### src/rtl/core_seq_pkg.sv
// Shared types and instruction constants for the RV32I multi-cycle sequencer.
package core_seq_pkg;

    typedef enum logic [2:0] {
        IDLE,
        FETCH,
        DECODE,
        EXECUTE,
        WRITEBACK,
        HALT,
        FAULT
    } state_t;

    localparam logic [31:0] INSTR_ECALL  = 32'h0000_0073;
    localparam logic [31:0] INSTR_EBREAK = 32'h0010_0073;
    localparam logic [31:0] INSTR_NOP    = 32'h0000_0013;

    function automatic logic is_halt(input logic [31:0] instr);
        return (instr == INSTR_ECALL) || (instr == INSTR_EBREAK);
    endfunction

endpackage

### src/rtl/core_sequencer_imem_watchdog.sv
// Fetch wait counter: counts FETCH cycles without ack, flags expiry at FETCH_TIMEOUT.
module imem_watchdog #(
    parameter int FETCH_TIMEOUT = 15
) (
    input  logic clk,
    input  logic reset,
    input  logic clear,
    input  logic enable,
    output logic expired
);

    logic [7:0] count;

    // NOTE: sequential state uses non-blocking assignments so every flop samples pre-edge values.
    always_ff @(posedge clk) begin
        if (reset || clear) begin
            count <= 8'd0;
        end else if (enable && !expired) begin
            count <= count + 8'd1;
        end
    end

    assign expired = (count == 8'(FETCH_TIMEOUT));

endmodule

### src/rtl/core_sequencer.sv
// Multi-cycle control FSM for the RV32I datapath: fetch handshake, IR, decode/execute pacing.
// Optional performance counters are built when CORE_SEQ_PERF_EN is defined.
module core_sequencer
    import core_seq_pkg::*;
#(
    parameter int XLEN          = 32,
    parameter int FETCH_TIMEOUT = 15
`ifdef CORE_SEQ_PERF_EN
    ,
    parameter int CNT_W         = 32
`endif
) (
    input  logic            clk,
    input  logic            reset,
    output logic            imem_req,
    input  logic            imem_ack,
    input  logic [XLEN-1:0] instr_in,
    output logic [XLEN-1:0] ir,
    input  logic            stall,
    input  logic            dec_w_enable,
    output logic            rf_we,
    output logic            pc_en,
    output logic            halted,
    output logic            fault
`ifdef CORE_SEQ_PERF_EN
    ,
    output logic [CNT_W-1:0] cycle_cnt,
    output logic [CNT_W-1:0] instret_cnt
`endif
);

    state_t state;
    logic   wd_expired;
    logic   wb_fire;

    imem_watchdog #(
        .FETCH_TIMEOUT(FETCH_TIMEOUT)
    ) u_watchdog (
        .clk    (clk),
        .reset  (reset),
        .clear  (state != FETCH),
        .enable ((state == FETCH) && !imem_ack),
        .expired(wd_expired)
    );

    always_ff @(posedge clk) begin
        if (reset) begin
            state    <= IDLE;
            imem_req <= 1'b0;
            halted   <= 1'b0;
            fault    <= 1'b0;
            ir       <= XLEN'(INSTR_NOP);
        end else begin
            case (state)
                IDLE: begin
                    state    <= FETCH;
                    imem_req <= 1'b1;
                end
                FETCH: begin
                    // An ack in the cycle the watchdog expires still completes the fetch.
                    if (imem_ack) begin
                        ir       <= instr_in;
                        imem_req <= 1'b0;
                        state    <= DECODE;
                    end else if (wd_expired) begin
                        imem_req <= 1'b0;
                        fault    <= 1'b1;
                        state    <= FAULT;
                    end
                end
                DECODE: begin
                    if (!stall) begin
                        if (is_halt(ir[31:0])) begin
                            halted <= 1'b1;
                            state  <= HALT;
                        end else if (ir[1:0] != 2'b11) begin
                            fault <= 1'b1;
                            state <= FAULT;
                        end else begin
                            state <= EXECUTE;
                        end
                    end
                end
                EXECUTE: begin
                    if (!stall) state <= WRITEBACK;
                end
                WRITEBACK: begin
                    if (!stall) begin
                        state    <= FETCH;
                        imem_req <= 1'b1;
                    end
                end
                HALT, FAULT: state <= state;
                default:     state <= IDLE;
            endcase
        end
    end

    // Strobes decode the registered state but must drop in the very cycle stall or reset is high,
    // so they are gated combinationally rather than pre-registered.
    assign wb_fire = (state == WRITEBACK) && !stall && !reset;
    assign pc_en   = wb_fire;
    assign rf_we   = wb_fire && dec_w_enable;

`ifdef CORE_SEQ_PERF_EN
    always_ff @(posedge clk) begin
        if (reset) begin
            cycle_cnt   <= '0;
            instret_cnt <= '0;
        end else begin
            if (state inside {FETCH, DECODE, EXECUTE, WRITEBACK}) cycle_cnt <= cycle_cnt + 1'b1;
            if (wb_fire) instret_cnt <= instret_cnt + 1'b1;
        end
    end
`endif

endmodule
### config.mk
export PLATFORM = sky130hd
export DESIGN_NAME = core_sequencer
export DESIGN_NICKNAME = d
export VERILOG_FILES = /design/src/rtl/core_seq_pkg.sv /design/src/rtl/core_sequencer_imem_watchdog.sv /design/src/rtl/core_sequencer.sv
export SDC_FILE = /design/constraint.sdc
export NUM_CORES = 1
export LEC_CHECK = 0
export ABC_CLOCK_PERIOD_IN_PS = 4700
export CAP_MARGIN = 10
export CORE_AREA = 2 2 70 72
export CTS_CLUSTER_DIAMETER = 200
export DETAILED_ROUTE_END_ITERATION = 6
export DIE_AREA = 0 0 72 74
export PLACE_DENSITY = 0.83
export SYNTH_ARGS = -nofsm -noshare
export SYNTH_HDL_FRONTEND = slang
export SYNTH_HIERARCHICAL = 1
export SYNTH_SLANG_ARGS = --single-unit
export TNS_END_PERCENT = 100
### constraint.sdc
create_clock -name clk -period 4.7 [get_ports clk]
set_input_delay 0.94 -clock clk [delete_from_list [all_inputs] [get_ports clk]]
set_output_delay 0.94 -clock clk [all_outputs]
set_load 0.05 [all_outputs]
==> metrics.cfg, run 1 <==
[drt]
routed_wl_um=4900
wire_per_inst_um=13.3
ant_nets=0
dr.pass1.iters=4
drtIter0Drc=153
drc=0
vias=1972
vias_per_cell=5.36

[power]
ir_drop_mv=0.193
combPwrFrac_pct=23.1
clkPwrFrac_pct=31.2
internal_power_mw=0.668
p_leak_nw=0.984
switchingPower_mw=0.276
swShare_pct=29.3
seq_power_share_pct=45.7
p_per_area_nw_per_um2=335

[synth]
synth_area_leaders=dfxtp_1 (47%), nand2_1 (14%), a21oi_1 (9.9%), clkbuf_1 (2.5%), nand3_1 (1.8%)
syn-cell-area_sq_um=1960
async_flop_share_pct=0
synth.top_cells.by_count=nand2_1 (74), dfxtp_1 (46), a21oi_1 (39)
ys_ff_latch=46
synth_ff_type=dfxtp_1
synth-seq-area-share_pct=46.9
synth_top_area_share_pct=46.9
synth_edf_count=0
syn_nets=286
yosys_warnings=6
netlist-cell-type-count=40
synth.most_common_cell=nand2_1
synth_cells=248
syn_avg_cell_area_sq_um=7.92
yosysTopAreaCell=dfxtp_1

[grt]
top_usage_layer=met2
antenna_found_initial=0
grt_start_max_net_pins=37
grtUsageMet2_pct=29.8
grt_remaining_overflow=0
grtUsageMet1_pct=22.6
first_global_vias=1783
track_usage_pct=18.7
gr-usage-met3_pct=8.94
grt_pass1_wl_um=7870

[sta]
rsz0062_at_grt=no
slew_headroom_pct=22.6
worstMarginPinSlew_ns=1.16
finalSetupViolations=0
tns_ns=0
finalClockSkew_ns=0.00585
fin_crit_ns=3.87
max_freq_mhz=258
slew_violations=0
layout_setup_ws_ns=0.828
hold_ws_ns=0.472
fin_crit_sh_pct=82.4
hold_viol=0

[floorplanning]
rows=25
initial_core_util_pct=42.7
io_pins=74
dieArea_sq_um=5330
die_height_um=74
fp.dieW_um=72
core_sq_um=4600

[clock_tree]
postCtsSetupBuffers=0
path_clk_slew_ns=0.08
cts_resized=0
insertion_delay_ns=0.29
cts_tree=done
h-tree-depth=2
cts_made_buffers=5
clock_path_buffers=2
cts_sinks=46
cts_hold_buf=0
clockRootBuffer=clkbuf_8

[place]
dpl_worst_slack_ns=0.830
gp_congestion=0.819
dpl.hpwl_um=3400
io_buffer_count=73

[setup_path]
r2r-end=u_watchdog/count[7]$_SDFFE_PP0P_
reg2reg_from=state[0]$_SDFFE_PP0P_
end_kind=output port
cp-start-kind=input pin
r2r_cells=6
critPathCapture=pc_en
crit_required_ns=3.76
rrSetupSlack_ns=2.35
worst-setup-path-type=input pin to output port
crit_arrival_ns=2.93
crit_path_max_fanout=7
cp-startpoint=stall

[hold_path]
min_path_type=flop to flop

[layout]
multi_input_area_sq_um=972
area_delta_synth_final_pct=43.6
regArea_sq_um=921
fin_nets=352
utilization_pct=61.3
n_antenna_cell=0
drive_above_1_share_pct=6.05
fillers=409

[status]
status=completed

[flow_run]
drv_cap=0

-- layout by cell type (no fill, tap or decap), drive strengths merged, types with 2 or more instances in the layout --
| cell | synthesis | routed |
|---|---|---|
| buf | 2 | 2 |
| nand2 | 75 | 75 |
| a32o | 2 | 2 |
| nor3 | 4 | 4 |
| nand4 | 3 | 3 |
| nor2b | 3 | 3 |
| a211oi | 3 | 3 |
| nand3 | 8 | 8 |
| nor4b | 3 | 3 |
| nor3b | 3 | 3 |
| and2 | 3 | 3 |
| mux2i | 2 | 2 |
| inv | 3 | 3 |
| clkbuf | 13 | 6 |
| o21ai | 5 | 5 |
| and3 | 2 | 2 |
| or3 | 5 | 5 |
| a21oi | 39 | 39 |
| dfxtp | 46 | 46 |
| nor2 | 6 | 6 |
| nor4 | 2 | 2 |
| or4 | 3 | 3 |
| clkdlybuf4s50 | 0 | 72 |
| o31ai | 2 | 2 |
-- power by group through the flow --
stage / clock [mW] / sequential (mW) / combinational [mW]
global placement: 0 / 0.439 / 0.216
finish: 0.295 / 0.432 / 0.218
detailed placement: 0 / 0.440 / 0.217
global route: 0.316 / 0.435 / 0.233
CTS: 0.303 / 0.432 / 0.219
floorplan: 0 / 0.496 / 0.0776
-- sequential cells by signal, indices dropped and copies added (netlist names) --
register and count:
u_watchdog/count 8, state 3, fault 1, halted 1
ir 32, imem_req 1
-- per-layer routing --
| metal | share of wire [%] | wire length [um] |
|---|---|---|
| met3 | 11 | 521 |
| met5 | 0 | 0 |
| met1 | 43 | 2090 |
| met4 | 1.1 | 53 |
| met2 | 46 | 2240 |
-- logic make-up after synthesis --
logic type                 count (synthesis)  share of synthesized area (%)
and+or+nand+nor                          123                           30.3
AOI/OAI and AO/OA                         58                           17.6
DFF                                       46                           46.9
buffers and inverters                     18                           3.63
muxes                                      2                           1.02
adders and majority gates                  1                          0.637
-- critical path: stages --
cell and delay [ns]:
clkdlybuf4s50_1 0.52, or3_1 0.39, nor3b_1 0.23, clkdlybuf4s50_1 0.84
-- per-stage QoR --
step	instance area [sq um]	power (mW)	cells
detailed placement	2710	0.658	361
global placement	2710	0.656	361
global route	2820	0.983	368
finish	2820	0.944	368
CTS	2820	0.954	368
floorplan	1960	0.574	248
-- worst min-delay path by stage --
stage                                     start                          endpoint  slack [ns]  depth (start not counted)
2_1_floorplan  u_watchdog/count[6]$_SDFFE_PP0P_  u_watchdog/count[6]$_SDFFE_PP0P_        0.47                          2
3_3_place_gp                ir[20]$_SDFFE_PP0P_               ir[20]$_SDFFE_PP0P_        0.44                          2
3_5_place_dp                 ir[6]$_SDFFE_PP0P_                ir[6]$_SDFFE_PP0P_        0.46                          2
4_1_cts                      ir[5]$_SDFFE_PP0P_                ir[5]$_SDFFE_PP0P_        0.47                          2
5_1_grt                     ir[27]$_SDFFE_PP0P_               ir[27]$_SDFFE_PP0P_        0.50                          2
6_report                    ir[16]$_SDFFE_PP0P_               ir[16]$_SDFFE_PP0P_        0.47                          2
-- layout make-up --
cell class / count / share of cell area (%)
inverters: 3 / 0.399
multi-input cells: 184 / 34.5
clock buffers: 6 / 2.93
repair buffers: 74 / 26.1
clock inverters: 1 / 1.06
well taps: 54 / 2.40
flip-flops and latches: 46 / 32.7
No activity file was read; power rests on OpenSTA's default activity.
==> run 2, diff against run 1 <==
--- a/config.mk
+++ b/config.mk
@@ -5,13 +5,13 @@
 export SDC_FILE = /design/constraint.sdc
 export NUM_CORES = 1
 export LEC_CHECK = 0
-export ABC_CLOCK_PERIOD_IN_PS = 4700
+export ABC_CLOCK_PERIOD_IN_PS = 3200
 export CAP_MARGIN = 10
-export CORE_AREA = 2 2 70 72
+export CORE_AREA = 2 2 74 76
 export CTS_CLUSTER_DIAMETER = 200
 export DETAILED_ROUTE_END_ITERATION = 6
-export DIE_AREA = 0 0 72 74
-export PLACE_DENSITY = 0.83
+export DIE_AREA = 0 0 76 78
+export PLACE_DENSITY = 0.79
 export SYNTH_ARGS = -nofsm -noshare
 export SYNTH_HDL_FRONTEND = slang
 export SYNTH_HIERARCHICAL = 1
==> constraint.sdc (replaced) <==
create_clock -name clk -period 3.2 [get_ports clk]
set_input_delay 0.64 -clock clk [delete_from_list [all_inputs] [get_ports clk]]
set_output_delay 0.64 -clock clk [all_outputs]
set_load 0.05 [all_outputs]
==> run 2 against run 1 <==
Clock power rose by 44%. Non-clock buffer count increased by 3. Hold slack worse by 0.014 ns. Die area up 11%. Final cell count grew 5.4%.
==> metrics.cfg, run 2 (synthesis results as in run 1) <==
[power]
seq_power_share_pct=45.9
combPwrFrac_pct=23.3
clkPwrFrac_pct=30.8
swShare_pct=29.9
switchingPower_mw=0.412
p_per_area_nw_per_um2=478
p_leak_nw=1.00
internal_power_mw=0.968
ir_drop_mv=0.317

[sta]
hold_viol=0
tns_ns=0
fin_crit_ns=2.81
layout_setup_ws_ns=0.390
finalClockSkew_ns=0.00461
hold_ws_ns=0.458
slew_headroom_pct=63.5
fin_crit_sh_pct=87.8
rsz0062_at_grt=no
slew_violations=0
max_freq_mhz=356
finalSetupViolations=0
worstMarginPinSlew_ns=0.543

[setup_path]
crit_family=simple AND/OR/NAND/NOR gates
reg2reg_from=state[0]$_SDFFE_PP0P_
crit_arrival_ns=2.17
worst-setup-path-type=input pin to output port
cp_slowest_stage_delay_ns=0.51
crit_path_max_fanout=7
crit_required_ns=2.56
end_kind=output port
crit_chain=clkdlybuf4s50_1, or3_1, nor3b_2, and2_1, buf_12
cp-startpoint=stall
crit_buf_inv=2
critPathSlowestCell=clkdlybuf4s50_1
cp-start-kind=input pin

[floorplanning]
io_pins=74
rows=26
fp.dieW_um=76
initial_core_util_pct=39.0
die_height_um=78
dieArea_sq_um=5930
core_sq_um=5040

[layout]
largest-register=ir
layout_commonest_cell=nand2_1
fin_nets=355
n_antenna_cell=0
final_cell_mix=nand2_1 (74), clkdlybuf4s50_1 (71), dfxtp_1 (46)
area_delta_synth_final_pct=47.0
fillers=464
drive_above_1_share_pct=7.55
reg_top3=ir x32, u_watchdog/count x8, state x3
largest_reg_flops=32
fin_area_sq_um=2890
utilization_pct=57.3

[drt]
ant_nets=0
vias=1941
vias_per_cell=5.00
wire_per_inst_um=12.5
drc=0
dr.pass1.iters=4
routed_wl_um=4860
drtIter0Drc=157

[clock_tree]
cts_tree=done
insertion_delay_ns=0.30
cts_hold_buf=0
path_clk_slew_ns=0.08
cts_resized=0
clockRootBuffer=clkbuf_8
clock_path_buffers=2
postCtsSetupBuffers=0
h-tree-depth=2
cts_sinks=46
cts_made_buffers=5

[grt]
first_global_vias=1766
track_usage_pct=16.6
antenna_found_initial=0
grt_pass1_wl_um=8000
grt_remaining_overflow=0
grt_start_max_net_pins=37

[place]
io_buffer_count=73
gp_congestion=0.816
dpl_worst_slack_ns=0.382
place_area_sq_um=2780
dpl.hpwl_um=3510

[status]
status=completed

[hold_path]
min_path_type=flop to flop
min_from=ir[20]$_SDFFE_PP0P_

[flow_run]
drv_cap=0

## run 2: worst paths after layout
kind,to,slack (ns),depth (start not counted)
min reg2reg,ir[20]$_SDFFE_PP0P_,0.46,2
max,rf_we,0.39,5
max reg2reg,u_watchdog/count[7]$_SDFFE_PP0P_,0.85,6
min,ir[20]$_SDFFE_PP0P_,0.46,2
## run 2: cell type report
type | count | area [sq um] | area share (%)
clock inverters | 2 | 37.5 | 1.30
flip-flops and latches | 46 | 921 | 31.9
repair buffers | 77 | 781 | 27.0
multi-input cells | 184 | 977 | 33.8
clock buffers | 6 | 72.6 | 2.51
well taps | 70 | 87.6 | 3.03
inverters | 3 | 11.3 | 0.390
## run 2: metal layers
| metal | wire, um | track usage, % | vias to the layer above |
|---|---|---|---|
| met4 | 84 | 5.82 | 0 |
| li1 | - | - | 994 |
| met1 | 2090 | 19.8 | 873 |
| met5 | 0 | 0 | - |
| met2 | 2270 | 27.2 | 67 |
| met3 | 420 | 6.40 | 7 |
## run 2: worst reg2reg max path: stages, from the launching register on
cell and delay, ns:
dfxtp_1 0.51, nor3b_1 0.43, inv_1 0.16, nor2_1 0.33, nand3_2 0.15, or4_4 0.49, a211oi_2 0.20
## run 2: per-stage QoR
step                      power (mW)  instances
after detailed placement       0.971        380
after floorplan                0.843        248
final                           1.38        388
after CTS                       1.40        388
after global routing            1.44        388
after global placement         0.968        380
## run 2: power by group through the flow
| stage | sequential (mW) | clock (mW) | combinational (mW) |
|---|---|---|---|
| global placement | 0.646 | 0 | 0.321 |
| global route | 0.639 | 0.460 | 0.344 |
| finish | 0.634 | 0.425 | 0.322 |
| detailed placement | 0.647 | 0 | 0.324 |
| CTS | 0.634 | 0.439 | 0.325 |
| floorplan | 0.729 | 0 | 0.114 |
